File: config.mk
export PLATFORM = sky130hd
export DESIGN_NAME = mux_n_pipe
export DESIGN_NICKNAME = d
export VERILOG_FILES = /design/src/rtl/mux_n_pipe.sv
export SDC_FILE = /design/constraint.sdc
export NUM_CORES = 1
export LEC_CHECK = 0
export CORE_UTILIZATION = 39
export DETAILED_ROUTE_END_ITERATION = 16
export PLACE_DENSITY = 0.75
export SLEW_MARGIN = 20
export SYNTH_ARGS = -nofsm -noshare
export SYNTH_HDL_FRONTEND = slang
export SYNTH_SLANG_ARGS = --single-unit
File: constraint.sdc
create_clock -name clk -period 1.12 [get_ports clk]
set_input_delay 0.224 -clock clk [delete_from_list [all_inputs] [get_ports clk]]
set_output_delay 0.224 -clock clk [all_outputs]
set_load 0.02 [all_outputs]
File: src/rtl/mux_n_pipe.sv
// -----------------------------------------------------------------------------
// mux_n_pipe
//
// Purpose:
//   Registered N-way multiplexer behind a valid/ready handshake. Each accepted
//   beat carries the input slice chosen by sel, or all-zero data plus an error
//   flag when sel is out of range. The beat is held in a two-entry buffer: an
//   output register (OR) that drives out_* and a skid register (SR) that takes
//   the beat arriving in the cycle OR stalls. Because of the skid register,
//   in_ready comes straight from a flop and has no path from out_ready.
//
// Ports:
//   clk        in   1              rising-edge clock
//   rst_n      in   1              asynchronous active-low reset
//   in_data    in   NUM_IN*WIDTH   packed inputs, input k at [k*WIDTH +: WIDTH]
//   sel        in   SEL_W          input index, sampled with the beat
//   in_valid   in   1              upstream beat present
//   in_ready   out  1              block can accept a beat this cycle
//   out_data   out  WIDTH          selected data (registered)
//   out_err    out  1              output beat had an out-of-range sel
//   out_valid  out  1              out_data/out_err hold a beat
//   out_ready  in   1              downstream accepts the beat
//   err_clr    in   1              clears err_sticky
//   err_sticky out  1              set by any accepted out-of-range beat
// -----------------------------------------------------------------------------
module mux_n_pipe #(
  parameter int WIDTH  = 32,
  parameter int NUM_IN = 3,
  parameter int SEL_W  = 2
) (
  input  logic                    clk,
  input  logic                    rst_n,
  input  logic [NUM_IN*WIDTH-1:0] in_data,
  input  logic [SEL_W-1:0]        sel,
  input  logic                    in_valid,
  output logic                    in_ready,
  output logic [WIDTH-1:0]        out_data,
  output logic                    out_err,
  output logic                    out_valid,
  input  logic                    out_ready,
  input  logic                    err_clr,
  output logic                    err_sticky
);

  // Parameter legality is checked while elaborating.
  if ((NUM_IN < 2) || (NUM_IN > 16)) begin : g_num_in_check
    $error("mux_n_pipe: NUM_IN must lie in 2..16");
  end
  if ((1 << SEL_W) < NUM_IN) begin : g_sel_w_check
    $error("mux_n_pipe: SEL_W too narrow to address NUM_IN inputs");
  end

  // Output register (OR) and skid register (SR).
  logic             or_valid_q, or_valid_d;
  logic [WIDTH-1:0] or_data_q,  or_data_d;
  logic             or_err_q,   or_err_d;
  logic             sr_valid_q, sr_valid_d;
  logic [WIDTH-1:0] sr_data_q,  sr_data_d;
  logic             sr_err_q,   sr_err_d;
  logic             sticky_q,   sticky_d;

  logic [WIDTH-1:0] beat_data_s;
  logic             beat_err_s;
  logic             accept_s;
  logic             or_free_s;

  // Beat value: selected slice, or zero data with error when sel >= NUM_IN.
  always_comb begin
    beat_data_s = '0;
    beat_err_s  = 1'b1;
    for (int k = 0; k < NUM_IN; k++) begin
      if (sel == SEL_W'(k)) begin
        beat_data_s = in_data[k*WIDTH +: WIDTH];
        beat_err_s  = 1'b0;
      end else begin
        beat_data_s = beat_data_s;
        beat_err_s  = beat_err_s;
      end
    end
  end

  // Handshake terms; in_ready depends only on the SR flop.
  always_comb begin
    in_ready  = ~sr_valid_q;
    accept_s  = in_valid & ~sr_valid_q;
    // OR can take a new value when it is empty or emptying this edge.
    or_free_s = ~or_valid_q | out_ready;
  end

  // Next-state for the two buffer entries and the sticky error flag.
  always_comb begin
    or_valid_d = or_valid_q;
    or_data_d  = or_data_q;
    or_err_d   = or_err_q;
    sr_valid_d = sr_valid_q;
    sr_data_d  = sr_data_q;
    sr_err_d   = sr_err_q;
    sticky_d   = sticky_q;

    if (or_free_s) begin
      if (sr_valid_q) begin
        // SR drains into OR; input is blocked because in_ready is low.
        or_valid_d = 1'b1;
        or_data_d  = sr_data_q;
        or_err_d   = sr_err_q;
        sr_valid_d = 1'b0;
      end else if (accept_s) begin
        or_valid_d = 1'b1;
        or_data_d  = beat_data_s;
        or_err_d   = beat_err_s;
      end else begin
        // Data is left as-is so out_data does not toggle while idle.
        or_valid_d = 1'b0;
      end
    end else begin
      if (accept_s) begin
        // OR stalled with a beat: new beat parks in SR.
        sr_valid_d = 1'b1;
        sr_data_d  = beat_data_s;
        sr_err_d   = beat_err_s;
      end else begin
        sr_valid_d = sr_valid_q;
      end
    end

    // Setting the flag has priority over a simultaneous clear.
    if (accept_s && beat_err_s) begin
      sticky_d = 1'b1;
    end else if (err_clr) begin
      sticky_d = 1'b0;
    end else begin
      sticky_d = sticky_q;
    end
  end

  // State registers; reset empties both entries and drops any held beat.
  always_ff @(posedge clk or negedge rst_n) begin
    if (!rst_n) begin
      or_valid_q <= 1'b0;
      or_data_q  <= '0;
      or_err_q   <= 1'b0;
      sr_valid_q <= 1'b0;
      sr_data_q  <= '0;
      sr_err_q   <= 1'b0;
      sticky_q   <= 1'b0;
    end else begin
      or_valid_q <= or_valid_d;
      or_data_q  <= or_data_d;
      or_err_q   <= or_err_d;
      sr_valid_q <= sr_valid_d;
      sr_data_q  <= sr_data_d;
      sr_err_q   <= sr_err_d;
      sticky_q   <= sticky_d;
    end
  end

  // Outputs are driven directly from registers.
  always_comb begin
    out_valid  = or_valid_q;
    out_data   = or_data_q;
    out_err    = or_err_q;
    err_sticky = sticky_q;
  end

endmodule

==> flow_metrics.py <==
metrics = {
    "setup_path": {
        "cp-start-kind": "flip-flop",
        "worstSetupStartpoint": "sr_valid_q$_DFFE_PN0P_",
        "r2r_cells": 6,
        "arrival_ps": 1750,
        "cp-end-kind": "flip-flop",
        "path_class": "reg -> reg",
        "rr_endpoint": "sr_data_q[17]$_DFFE_PN0P_",
        "timing.rr.start": "sr_valid_q$_DFFE_PN0P_",
        "r2r_slack_ps": -360,
        "slowest_delay_ps": 420,
        "crit_fanout": 8,
        "crit_chain": "buf_6 -> and4bb_4 -> buf_12 -> buf_12 -> nor2_2 -> a21oi_2",
        "critPathRequiredTime_ps": 1390,
        "crit_top_cell": "buf_12",
        "slowest_stage": "dfrtp_1",
    },
    "run_status": {
        "violations": "setup timing",
        "status": "finished, violations left",
    },
    "drt": {
        "drt_iter0_markers": 211,
        "routed_wl_mm": 12.9,
        "via_count": 3739,
        "detail-route-antenna-nets": 0,
        "drt_pass1_iterations": 4,
        "avgRoutedWirePerCell_um": 20.0,
        "route.detailed.drc": 0,
        "viasPerCell": 5.80,
    },
    "synthesis": {
        "yosysSeqAreaShare_pct": 49.6,
        "synth_cells": 349,
        "ys_warn_count": 0,
        "synthesis.nets": 452,
        "netlist.area_leader.share_pct": 49.6,
        "yosys-top-cells-area": "dfrtp_1 (50%), mux2i_1 (9.2%), a2bb2oi_1 (8.0%)",
        "netlist.top_cell.by_area": "dfrtp_1",
        "avgSynthCellArea_um2": 9.98,
        "ys_ff_latch": 69,
        "synth_cell_types": 24,
        "syn_area_mm2": 0.00348,
    },
    "layout": {
        "fin_util_pct": 73.7,
        "antenna_cells": 0,
        "nets": 635,
        "drive_gt1_share_pct": 40.8,
        "layout-area-overhead-vs-synth_pct": 83.6,
        "nFillCells": 570,
    },
    "floorplan": {
        "die_w_um": 96.5,
        "io_pins": 139,
        "core_area_mm2": 0.00868,
        "start_util_pct": 40.2,
        "rows": 34,
        "dieArea_mm2": 0.00932,
        "dieHeight_um": 96.5,
    },
    "timing": {
        "max_freq_mhz": 676,
        "hold_ws_ps": 309,
        "skew_ps": 8.34,
        "period_share_pct": 132,
        "finalMaxSlewViolations": 0,
        "worst_pin_slew_ps": 310,
        "period_minus_slack_ps": 1480,
        "setup_viol": 82,
        "finalWorstSetupSlack_ps": -358,
        "fin_setup_tns_ps": -21030,
        "hold_violations": 0,
        "timing.slew.headroom_pct": 79.3,
        "rsz0062_at_grt": "yes",
    },
    "power": {
        "total_power_mw": 8.99,
        "vdd_ir_drop_max_uv": 789,
        "leakage_nw": 2.64,
        "powerDensity_mw_per_mm2": 1410,
    },
    "placed_design": {
        "port_buffers": 138,
        "dp.final_hpwl_mm": 7.57,
        "gp_congestion": 0.768,
    },
    "global_route": {
        "grt_pass1_wl_mm": 18.1,
        "grt_use_total_pct": 26.0,
        "antenna_found_initial": 0,
        "grt_pass1_vias": 3716,
        "grt_max_degree": 32,
        "grt_overflow_total": 0,
    },
    "clock_network": {
        "htree_levels": 3,
        "clk_path_buf_depth": 2,
        "clock_sinks": 69,
        "cts_buffers": 9,
        "cts_tree": "built",
        "cts_root_buffer": "clkbuf_8",
        "cts.clk_slew.worst_paths_ps": 70,
        "clkLatencyLatePin_ps": 350,
    },
    "flow_run": {
        "cap_violations": 0,
    },
    "hold_path": {
        "worstHoldPathType": "in -> async",
    },
}
## cell families (layout without fill, tap and decap cells)
group           Yosys count  in the layout  share of synthesized area, %
compound gates          131            131                          24.7
simple gates             76             76                          10.3
flops                    69             69                          49.6
buf+inv                  40            228                          6.00
mux                      33             33                          9.52
## worst max path at each step
stage                           endpoint  cells past startpoint
2_1_floorplan        out_err$_DFFE_PN0P_                      3
3_3_place_gp     out_data[8]$_DFFE_PN0P_                      5
3_5_place_dp    out_data[30]$_DFFE_PN0P_                      5
4_1_cts        sr_data_q[16]$_DFFE_PN0P_                      6
5_1_grt        sr_data_q[17]$_DFFE_PN0P_                      6
6_report       sr_data_q[17]$_DFFE_PN0P_                      6
## layer usage
metal  GRT usage (%)  up-vias  part of all wire [%]
li1                -     1668                     -
met1            30.2     1857                    37
met2            46.8      189                    53
met3            3.99       25                   7.7
met4            12.1        0                   2.0
met5               0        -                     0
## final cells by class
type                            count  area [um^2]  share of cell area, %
Timing Repair Buffer              208         2360                   36.9
Multi-Input combinational cell    240         1980                   30.9
Sequential cell                    69         1730                   27.0
Clock buffer                       12          155                   2.43
Tap cell                          108          135                   2.11
Clock inverter                      4         22.5                  0.352
Inverter                            4         18.8                  0.293
## stage by stage
stage / cells / instance area, um^2 / setup WS, ps
after floorplan: 349 / 3790 / -84.1
after global placement: 597 / 5450 / -403
after detailed placement: 597 / 5450 / -466
after CTS: 631 / 5840 / -290
after global routing: 645 / 6400 / -369
final: 645 / 6400 / -358
## power by group
part / total (mW) / internal (mW) / switching [mW]
logic: 3.58 / 1.98 / 1.59
registers: 3.53 / 3.05 / 0.477
clock network: 1.88 / 0.915 / 0.968
## cells in the final DEF, fill, tap and decap left out, types with 3 or more instances in the layout
cell / count
clkbuf_16: 5
a21oi_1: 7
o21ai_2: 6
nor2_4: 12
nand2_1: 3
buf_2: 3
nor2_2: 21
clkbuf_8: 11
a2bb2oi_2: 22
clkinv_2: 3
buf_4: 33
clkdlybuf4s50_1: 99
mux2i_1: 32
buf_6: 46
a21oi_2: 25
o21ai_1: 26
inv_1: 3
buf_12: 14
buf_16: 4
dfrtp_1: 68
o211ai_1: 32
a2bb2oi_1: 10
nand3_1: 32
## timing repair
| item | CTS | global route |
|---|---|---|
| hold buffers | 1 | 0 |
| hold endpoints to repair | 19 | 0 |
| setup endpoints to repair | 103 | 103 |
| setup buffers | 11 | 10 |
| gates cloned | 7 | 6 |
| pin swaps | 13 | 27 |
| resized for setup | 191 | 113 |
## sequential cells by signal (all words and copies together), names as in the netlist
signal / flops
sr_valid_q: 1
sr_err_q: 1
sr_data_q: 32
out_err: 1
err_sticky: 1
out_data: 32
out_valid: 1
## synth_stat cells
library cell	n
dfrtp_1	69
nor2_1	34
nand3_1	33
a21oi_1	32
a2bb2oi_1	32
mux2i_1	32
o211ai_1	32
o21ai_0	29
clkbuf_1	16
buf_4	9
buf_2	8
o21ai_1	5
inv_1	4
nand2_1	3
buf_6	2
and2b_1	1
and4bb_1	1
buf_1	1
mux2_2	1
nand2b_1	1
nand3_2	1
nor2_4	1
nor2b_1	1
o32ai_1	1
## critical path: cells and delay by family, from the launching register on
| family | cells | cell delay, ps |
|---|---|---|
| compound gates | 1 | 130 |
| buf+inv | 3 | 430 |
| flops | 1 | 420 |
| simple gates | 2 | 410 |
Power figures use the tool's default switching activity.
